==> config.mk <==
export PLATFORM = sky130hd
export DESIGN_NAME = ovl_next_multi
export DESIGN_NICKNAME = d
export VERILOG_FILES = /design/src/rtl/ovl_next_pkg.sv /design/src/rtl/ovl_next_chan.sv /design/src/rtl/ovl_next_multi.sv
export SDC_FILE = /design/constraint.sdc
export NUM_CORES = 1
export LEC_CHECK = 0
export CAP_MARGIN = 20
export CORE_MARGIN = 4
export CORE_UTILIZATION = 50
export CTS_BUF_LIST = sky130_fd_sc_hd__clkbuf_2 sky130_fd_sc_hd__clkbuf_4 sky130_fd_sc_hd__clkbuf_8
export CTS_CLUSTER_DIAMETER = 100
export CTS_CLUSTER_SIZE = 20
export DETAILED_ROUTE_END_ITERATION = 6
export MAX_ROUTING_LAYER = met4
export PLACE_DENSITY = 0.75
export SYNTH_ARGS = -nofsm -noshare
export SYNTH_HDL_FRONTEND = slang
export SYNTH_SLANG_ARGS = --single-unit
==> constraint.sdc <==
create_clock -name clk -period 8 [get_ports clk]
set_input_delay 2.4 -clock clk [delete_from_list [all_inputs] [get_ports clk]]
set_output_delay 2.4 -clock clk [all_outputs]
set_load 0.05 [all_outputs]
==> src/rtl/ovl_next_pkg.sv <==
// Shared encodings for the multi-channel "next" checker: violation cause codes,
// mode bit positions and the cause priority encoder.
package ovl_next_pkg;

    localparam logic [1:0] CAUSE_NONE = 2'b00;
    localparam logic [1:0] CAUSE_NEXT = 2'b01;
    localparam logic [1:0] CAUSE_OVLP = 2'b10;
    localparam logic [1:0] CAUSE_MISS = 2'b11;

    localparam int MODE_ALLOW_OVLP = 0;
    localparam int MODE_CHK_MISS   = 1;

    // Next-miss outranks overlap, which outranks missing-start.
    function automatic logic [1:0] cause_select(input logic next_miss,
                                                input logic ovlp,
                                                input logic miss_start);
        logic [1:0] c;
        if (next_miss) begin
            c = CAUSE_NEXT;
        end else if (ovlp) begin
            c = CAUSE_OVLP;
        end else if (miss_start) begin
            c = CAUSE_MISS;
        end else begin
            c = CAUSE_NONE;
        end
        return c;
    endfunction

endpackage

==> src/rtl/ovl_next_chan.sv <==
// One checker channel: start history shift register plus the combinational
// next-miss / overlap / missing-start detection for that channel.
module ovl_next_chan
    import ovl_next_pkg::*;
#(
    parameter int NUM_CKS_MAX = 7,
    parameter int NUM_CKS_W   = 3
) (
    input  logic                 clk,
    input  logic                 rst,
    input  logic                 enable,
    input  logic                 chk_en,
    input  logic                 hist_clr,
    input  logic [NUM_CKS_W-1:0] num_cks,
    input  logic [1:0]           mode,
    input  logic                 start,
    input  logic                 test,
    output logic                 fire_comb,
    output logic [1:0]           cause
);

    // p_q[i] set means a start was seen i+1 enabled cycles ago
    logic [NUM_CKS_MAX-1:0] p_q;
    logic [NUM_CKS_MAX-1:0] p_d;
    logic                   due;
    logic                   outstanding;
    logic                   next_miss;
    logic                   ovlp;
    logic                   miss_start;

    // Select the due bit and OR the younger history bits; bits beyond num_cks are ignored
    always_comb begin
        due         = 1'b0;
        outstanding = 1'b0;
        for (int i = 0; i < NUM_CKS_MAX; i++) begin
            if (i == int'(num_cks) - 1) begin
                due = p_q[i];
            end else begin
                due = due;
            end
            if (i < int'(num_cks) - 1) begin
                outstanding = outstanding | p_q[i];
            end else begin
                outstanding = outstanding;
            end
        end
    end

    // Violation detection, cause encoding and history next state
    always_comb begin
        next_miss  = due & ~test;
        ovlp       = start & ~mode[MODE_ALLOW_OVLP] & outstanding;
        miss_start = mode[MODE_CHK_MISS] & test & ~due;
        if (chk_en) begin
            cause = cause_select(next_miss, ovlp, miss_start);
        end else begin
            cause = CAUSE_NONE;
        end
        fire_comb = (cause != CAUSE_NONE);
        if (hist_clr) begin
            p_d = {NUM_CKS_MAX{1'b0}};
        end else if (enable) begin
            p_d = {p_q[NUM_CKS_MAX-2:0], start};
        end else begin
            p_d = p_q;
        end
    end

    // History register with synchronous reset
    always_ff @(posedge clk) begin
        if (rst) begin
            p_q <= {NUM_CKS_MAX{1'b0}};
        end else begin
            p_q <= p_d;
        end
    end

endmodule

==> src/rtl/ovl_next_multi.sv <==
// Multi-channel "next" checker: config shadow with change masking, per-channel
// checkers, registered fire/cause, sticky status, saturating error counter and
// the prevConfigInvalid-gated summary output.
module ovl_next_multi
    import ovl_next_pkg::*;
#(
    parameter int N_CH        = 4,
    parameter int NUM_CKS_MAX = 7,
    parameter int NUM_CKS_W   = 3,
    parameter int CNT_W       = 8
) (
    input  logic                 clk,
    input  logic                 rst,
    input  logic                 enable,
    input  logic [NUM_CKS_W-1:0] num_cks,
    input  logic [1:0]           mode,
    input  logic [N_CH-1:0]      start_event,
    input  logic [N_CH-1:0]      test_expr,
    input  logic                 prevConfigInvalid,
    input  logic                 clr_sticky,
    output logic [N_CH-1:0]      fire_comb,
    output logic [N_CH-1:0]      fire,
    output logic [2*N_CH-1:0]    fire_cause,
    output logic [N_CH-1:0]      err_sticky,
    output logic [CNT_W-1:0]     err_cnt,
    output logic                 cfg_err,
    output logic                 out
);

    logic [NUM_CKS_W-1:0] num_cks_q;
    logic [1:0]           mode_q;
    logic [N_CH-1:0]      fire_q;
    logic [2*N_CH-1:0]    cause_q;
    logic [N_CH-1:0]      sticky_q;
    logic [N_CH-1:0]      sticky_d;
    logic [CNT_W-1:0]     cnt_q;
    logic [CNT_W-1:0]     cnt_d;
    logic                 cfg_err_q;
    logic [2*N_CH-1:0]    cause_comb;
    logic                 cfg_valid;
    logic                 cfg_chg;
    logic                 chk_en;
    logic                 hist_clr;
    logic                 any_fire;

    // Config validity, change detection and channel gating
    always_comb begin
        cfg_valid = (num_cks != {NUM_CKS_W{1'b0}}) && (int'(num_cks) <= NUM_CKS_MAX);
        cfg_chg   = (num_cks != num_cks_q) || (mode != mode_q);
        chk_en    = enable & cfg_valid & ~cfg_chg & ~rst;
        hist_clr  = ~cfg_valid | cfg_chg;
    end

    for (genvar ch = 0; ch < N_CH; ch++) begin : g_chan
        ovl_next_chan #(
            .NUM_CKS_MAX (NUM_CKS_MAX),
            .NUM_CKS_W   (NUM_CKS_W)
        ) u_chan (
            .clk       (clk),
            .rst       (rst),
            .enable    (enable),
            .chk_en    (chk_en),
            .hist_clr  (hist_clr),
            .num_cks   (num_cks),
            .mode      (mode),
            .start     (start_event[ch]),
            .test      (test_expr[ch]),
            .fire_comb (fire_comb[ch]),
            .cause     (cause_comb[2*ch +: 2])
        );
    end

    // Sticky and counter next state; a fire coinciding with a clear survives it
    always_comb begin
        any_fire = |fire_comb;
        if (clr_sticky) begin
            sticky_d = fire_comb;
            cnt_d    = any_fire ? {{(CNT_W-1){1'b0}}, 1'b1} : {CNT_W{1'b0}};
        end else begin
            sticky_d = sticky_q | fire_comb;
            if (any_fire && (cnt_q != {CNT_W{1'b1}})) begin
                cnt_d = cnt_q + {{(CNT_W-1){1'b0}}, 1'b1};
            end else begin
                cnt_d = cnt_q;
            end
        end
    end

    // Status, config shadow and registered fire/cause
    always_ff @(posedge clk) begin
        if (rst) begin
            num_cks_q <= {NUM_CKS_W{1'b0}};
            mode_q    <= 2'b00;
            fire_q    <= {N_CH{1'b0}};
            cause_q   <= {(2*N_CH){1'b0}};
            sticky_q  <= {N_CH{1'b0}};
            cnt_q     <= {CNT_W{1'b0}};
            cfg_err_q <= 1'b0;
        end else begin
            num_cks_q <= num_cks;
            mode_q    <= mode;
            fire_q    <= fire_comb;
            cause_q   <= cause_comb;
            sticky_q  <= sticky_d;
            cnt_q     <= cnt_d;
            cfg_err_q <= ~cfg_valid;
        end
    end

    assign fire       = fire_q;
    assign fire_cause = cause_q;
    assign err_sticky = sticky_q;
    assign err_cnt    = cnt_q;
    assign cfg_err    = cfg_err_q;
    assign out        = any_fire & ~prevConfigInvalid;

endmodule

== Word-level counts from Yosys, hierarchy flattened ==
Cells that the tools add are included.
Widths: inputs -> output; s select.

* Add/subtract/negate cells: 2
* $lt $le $gt $ge: 7
* Equality and inequality tests: 9
* Mux-type cells: 76
* Bitwise logic cells: 63
* Reductions and logical operators: 11

{| class="wikitable"
|+ Operator list
! operator !! count
|-
| $eq 4x32->1 const A || 3
|-
| $lt 4x32->1 const A || 3
|-
| $eq 3x32->1 const A || 2
|-
| $lt 3x32->1 const A || 2
|-
| $mux 1 || 57
|-
| $eq 2x32->1 const A || 1
|-
| $logic_not 32->1 || 1
|-
| $lt 1x32->1 const A || 1
|-
| $lt 2x32->1 const A || 1
|-
| $mux 2 || 16
|-
| $or 1x1->1 || 25
|-
| $and 1x1->1 || 24
|-
| $mux 8 || 2
|-
| $not 1->1 || 13
|-
| $reduce_bool 2->1 || 5
|-
| $add 8x1->8 const B || 1
|-
| $ne 8x8->1 const B || 1
|-
| $mux 4 || 1
|-
| $or 4x4->4 || 1
|-
| $reduce_or 4->1 || 1
|-
| $sub 3x1->4 const B || 1
|-
| $ne 3x3->1 || 1
|-
| $reduce_bool 3->1 || 1
|-
| $ne 2x2->1 || 1
|-
| other kinds (3) || 3
|}

* Flip-flop bits (word level): 58
* Input bits: 18
* Output and inout port bits: 30
* Logic and storage cells: 179

== Logic depth before layout (Yosys ltp) ==
* Depth in word-level cells: 24
* Gate-level depth with buffers: 14
* Gate-level depth less buffers: 11

== Cells and area by module ==
From an unflattened synthesis, not the netlist that was laid out.

* Cells, all modules: 442
* Area total of the unflattened synthesis: 3,844.9 µm²

{| class="wikitable"
|+ Modules (own cells, without submodules)
! module !! times used !! cells each !! area each (µm²) !! seq. area each (µm²)
|-
| ovl_next_chan || 4 || 84 || 681.9 || 140.1
|-
| ovl_next_multi || 1 || 106 || 1,117.3 || 600.6
|}

== Worst setup path before layout ==
OpenSTA, ideal clock, no wires.

* Kind: in2out
* Start: input num_cks[1]
* End: output out
* Arrival time: 5,039 ps
* Data required time: 5,600 ps
* Slack: 561 ps
* Cell stages on the path: 12
* Path buffers: 1
* Cells stage by stage: buf_6 inv_1 ha_1 ha_1 nor2b_1 and3_1 o22ai_1 a21oi_1 nor3_4 nor2_1 nor4_2 nor2_1

* Word-level cells in the longest chain between the ends: 22
* Elaborated cells on any way between the ends: 140
* Classes of those cells: add/sub: 1; order compare: 7; eq/ne: 7; mux: 72; bitwise: 45; reduce/logical: 8

{| class="wikitable"
|+ Ends and longest elaborated chain
! item !! line !! text
|-
| start, declared || ovl_next_multi.sv:15 || <nowiki>input logic [NUM_CKS_W-1:0] num_cks,</nowiki>
|-
| $sub 3x1->4 || ovl_next_chan.sv:36, ovl_next_chan.sv:41 ||
|-
| $lt 1x32->1 || ovl_next_chan.sv:41 || <nowiki>if (i < int'(num_cks) - 1) begin</nowiki>
|-
| $mux 1 || ovl_next_chan.sv:41 ||
|-
| $or 1x1->1 || ovl_next_chan.sv:42 || <nowiki>outstanding = outstanding | p_q[i];</nowiki>
|-
| $mux 1 || ovl_next_chan.sv:41 ||
|-
| $or 1x1->1 || ovl_next_chan.sv:42 ||
|-
| $mux 1 || ovl_next_chan.sv:41 ||
|-
| $or 1x1->1 || ovl_next_chan.sv:42 ||
|-
| (+7 left out) || -- ||
|-
| $and 1x1->1 || ovl_next_chan.sv:52 || <nowiki>ovlp = start & ~mode[MODE_ALLOW_OVLP] & outstanding;</nowiki>
|-
| $mux 2 || ovl_next_pkg.sv:20 || <nowiki>end else if (ovlp) begin</nowiki>
|-
| $mux 2 || ovl_next_pkg.sv:18 || <nowiki>if (next_miss) begin</nowiki>
|-
| $mux 2 (*) || ovl_next_chan.sv:54 || <nowiki>if (chk_en) begin</nowiki>
|-
| $reduce_bool 2->1 (*) || ovl_next_chan.sv:59 || <nowiki>fire_comb = (cause != CAUSE_NONE);</nowiki>
|-
| named net g_chan[0].u_chan.fire_comb || ovl_next_chan.sv:18 || <nowiki>output logic fire_comb,</nowiki>
|-
| $reduce_or 4->1 (*) || ovl_next_multi.sv:75 || <nowiki>any_fire = |fire_comb;</nowiki>
|-
| $and 1x1->1 (*) || ovl_next_multi.sv:115 || <nowiki>assign out = any_fire & ~prevConfigInvalid;</nowiki>
|-
| end, declared || ovl_next_multi.sv:27 || <nowiki>output logic out</nowiki>
|}

Mark *: on every way through the listed nets, which the timed path passes. The rest lies on a longest branch.

== Worst setup path after layout ==
* Start: input num_cks[0]
* End: output out

* Word-level cells in the longest chain between the ends: 22
* Elaborated cells on any way between the ends: 140
* Classes of those cells: add/sub: 1; order compare: 7; eq/ne: 7; mux: 72; bitwise: 45; reduce/logical: 8

{| class="wikitable"
|+ Ends and longest elaborated chain
! item !! line
|-
| $sub 3x1->4 || ovl_next_chan.sv:36, ovl_next_chan.sv:41
|-
| $lt 1x32->1 || ovl_next_chan.sv:41
|-
| $mux 1 || ovl_next_chan.sv:41
|-
| $or 1x1->1 || ovl_next_chan.sv:42
|-
| $mux 1 || ovl_next_chan.sv:41
|-
| $or 1x1->1 || ovl_next_chan.sv:42
|-
| $mux 1 || ovl_next_chan.sv:41
|-
| $or 1x1->1 || ovl_next_chan.sv:42
|-
| (+6 left out) || --
|-
| $mux 1 || ovl_next_chan.sv:41
|-
| $and 1x1->1 || ovl_next_chan.sv:52
|-
| $mux 2 || ovl_next_pkg.sv:20
|-
| $mux 2 || ovl_next_pkg.sv:18
|-
| $mux 2 || ovl_next_chan.sv:54
|-
| $reduce_bool 2->1 || ovl_next_chan.sv:59
|-
| $reduce_or 4->1 (*) || ovl_next_multi.sv:75
|-
| $and 1x1->1 (*) || ovl_next_multi.sv:115
|}

Every way passes the cells marked *; elsewhere a longest branch is shown, timed or not.

==> impl_metrics.env <==
export IMPL_wirelength_um=7440
export IMPL_antenna_left=0
export IMPL_nNetsFinal=429
export IMPL_synth_edf_count=0
export IMPL_leakagePower_nw=1.56
export IMPL_grt_pass1_vias=2640
export IMPL_setup_viol=0
export IMPL_cts_root_buffer="clkbuf_8"
export IMPL_slew_headroom_pct=55.0
export IMPL_numCtsBuffers=9
export IMPL_port_buffers=47
export IMPL_fp_dieH_um=87.7
export IMPL_place_gp_congestion=0.954
export IMPL_status="finished clean"
export IMPL_grt_pass1_wl_um=12400
export IMPL_r2r_cells=9
export IMPL_synth_async_sr_flop_share_pct=0
export IMPL_drv_cap=0
export IMPL_grt_total_usage_pct=21.2
export IMPL_pin_count=48
export IMPL_holdWs_ns=0.450
export IMPL_worstPathRequired_ns=5.60
export IMPL_wl_met3_um=500
export IMPL_synthTopCellsByArea="dfxtp_1, mux2i_1, nor2_1"
export IMPL_max_freq_mhz=129
export IMPL_hpwlAfterDp_um=5670
export IMPL_synth_seq_cells=58
export IMPL_instances_no_fill=484
export IMPL_clock_sink_count=58
export IMPL_slew_viol_final=0
export IMPL_skew_ns=0.00881
export IMPL_cts_tree="built"
export IMPL_die_area_um2=7700
export IMPL_viasPerCell=5.70
export IMPL_synthFlopType="dfxtp_1"
export IMPL_crit_type="primary input to primary output"
export IMPL_clock_latency_ns=0.34
export IMPL_synth_avg_cell_area_um2=8.95
export IMPL_seq_area_frac_synth_pct=36.5
export IMPL_worstPathArrival_ns=5.32
export IMPL_cts_buffer_depth=2
export IMPL_tightest_slew_ns=0.672
export IMPL_yosys_area_top_type="dfxtp_1"
export IMPL_cp_end_kind="primary output"
export IMPL_dp_slack_ns=0.173
export IMPL_drive_above_1_share_pct=16.4
export IMPL_placed_cells=468
export IMPL_rr_startpoint="g_chan[3].u_chan.p_q[5]"
export IMPL_wl_met2_um=3500
export IMPL_setup_ws_ns=0.277
export IMPL_critPathBufInv=4
export IMPL_cp_top_family="simple AND/OR/NAND/NOR gates"
export IMPL_overflow=0
export IMPL_finalHoldViolCount=0
export IMPL_synthDistinctLibCells=56
export IMPL_max_vdd_ir_drop_mv=0.115
export IMPL_reg2reg_to="err_cnt[2]"
export IMPL_synth_nets=379
export IMPL_area_growth_pct=23.3
export IMPL_p_per_area_nw_per_um2=158
export IMPL_holdBufCountCts=0
export IMPL_path_cells="clkdlybuf4s50_1, inv_1, ha_1, ha_1, buf_4, nand3_1, a21oi_1, o221ai_2, and4_4, nor3_2, nor2_1, nor4_2, nor2_1, buf_4"
export IMPL_startpoint_type="primary input"
export IMPL_antenna_found_initial=0
export IMPL_syn_cell_area_um2=3180
export IMPL_drt_pass1_iterations=4
export IMPL_hold_path_class="register to register"
export IMPL_wire_per_inst_um=15.4
export IMPL_h_tree_depth=3
export IMPL_drc_errors=0
export IMPL_synthesis_instances=355
export IMPL_crit_path_start="num_cks[0]"
export IMPL_fin_util_pct=64.7
export IMPL_final_min_clock_period_ns=7.72
export IMPL_regToRegSetupSlack_ns=5.48
export IMPL_slowest_stage="clkdlybuf4s50_1"
export IMPL_wl_met1_um=3340
export IMPL_critical_path_depth=14
export IMPL_design_power_total_mw=0.620
export IMPL_placed_area_um2=3740
export IMPL_ys_warn_count=0
export IMPL_diodes=0
export IMPL_drt_initial_drc_count=151
export IMPL_cts_clk_slew_worst_paths_ns=0.06
export IMPL_route_vias_total=2760
export IMPL_die_x_um=87.7
export IMPL_top_layer_used="met4"
export IMPL_grt_max_degree=30
export IMPL_synth_top_cell_area_share_pct=36.5
export IMPL_crit_path_max_incr_delay_ns=0.48
export IMPL_row_count=28
export IMPL_start_util_pct=52.4
export IMPL_endpoint="out"
export IMPL_critPathMaxFanout=15
export IMPL_fin_crit_sh_pct=96.5
export IMPL_fp_coreArea_um2=6060
export IMPL_tns_ns=0
export IMPL_fin_area_um2=3920
## cells by family (layout without fill, tap and decap cells)
group,Yosys count,count (layout),synth area share (%)
simple gates,149,149,26.3
compound gates,74,74,18.1
flops,58,58,36.5
buf+inv,33,87,5.87
mux,30,30,9.45
fa+ha+maj,6,6,2.36
xor+xnor,5,5,1.38
## cell usage in the layout, fill, tap and decap left out, drive strengths merged, types with 4 or more instances in the layout
master         synthesis  final
xnor2                  4      4
nor3b                  4      4
and2                   7      7
a21o                   4      4
a221oi                 8      8
nor2b                  7      7
inv                   10     10
clkbuf                 7     12
o211ai                 4      4
o22ai                  4      4
nor3                  13     13
mux2i                 30     30
and3                   8      8
nand3                 10     10
clkdlybuf4s50          0     42
nand4                  4      4
nor2                  54     54
buf                   16     20
a2bb2oi                4      4
ha                     6      6
and4b                  5      5
o21ai                  5      5
o221ai                 4      4
nand2                 20     20
a22oi                 12     12
dfxtp                 58     58
a21oi                 19     19
and4                   4      4
## sequential cells by signal (all words and copies together) (netlist names)
name,cells
fire,4
fire_cause,8
err_sticky,4
cfg_err,1
mode_q,2
num_cks_q,3
g_chan.u_chan.p_q,28
err_cnt,8
## cells in the mapped netlist, drive strengths merged, types with 2 or more instances
library cell,instances
dfxtp,58
nor2,54
mux2i,30
nand2,20
a21oi,19
buf,16
nor3,13
a22oi,12
inv,10
nand3,10
a221oi,8
and3,8
and2,7
clkbuf,7
nor2b,7
ha,6
and4b,5
o21ai,5
a21o,4
a2bb2oi,4
and4,4
nand4,4
nor3b,4
o211ai,4
o221ai,4
o22ai,4
xnor2,4
a31o,3
nor4,3
or3,3
o21bai,2
or2,2
## worst min-delay path by stage
| stage | slack, ns | cells after the start | from | end |
|---|---|---|---|---|
| finish | 0.45 | 1 | err_sticky[0] | err_sticky[0] |
| CTS | 0.45 | 1 | err_sticky[0] | err_sticky[0] |
| detailed placement | 0.44 | 1 | err_sticky[0] | err_sticky[0] |
| floorplan | 0.50 | 2 | g_chan[1].u_chan.p_q[3] | g_chan[1].u_chan.p_q[3] |
| global route | 0.46 | 1 | err_sticky[0] | err_sticky[0] |
| global placement | 0.44 | 1 | err_sticky[3] | err_sticky[3] |
## timing repair
item,CTS,global route
endpoints found under the setup margin,0,1
resized for setup,0,2
setup buffers,0,1
## final cells by class
cell class / instances / area, µm²
clock inverters: 3 / 15.0
clock buffers: 12 / 159
flip-flops and latches: 58 / 1160
well taps: 75 / 93.8
multi-input cells: 264 / 1830
fillers: 525 / 2140
repair buffers: 62 / 621
inverters: 10 / 37.5
## worst reg2reg max path: stages (launching register included)
cell	delay, ns
dfxtp_1	0.37
and2b_1	0.19
nor3_1	0.32
o22ai_1	0.21
and4_4	0.23
nor3_2	0.18
buf_4	0.15
nand4_2	0.34
a31o_1	0.34
a21oi_1	0.11
## where the power goes
part | internal, mW | switching [mW] | total [mW]
Sequential | 0.291 | 0.000882 | 0.292
Combinational | 0.0383 | 0.0523 | 0.0906
Clock | 0.129 | 0.109 | 0.238
## metal layers
layer	global-route usage, %	vias to the layer above
li1	-	1388
met1	25.8	1266
met2	32.9	97
met3	4.80	9
met4	10.2	0
met5	-	-
Note: power is estimated with default switching activity, not from simulation.
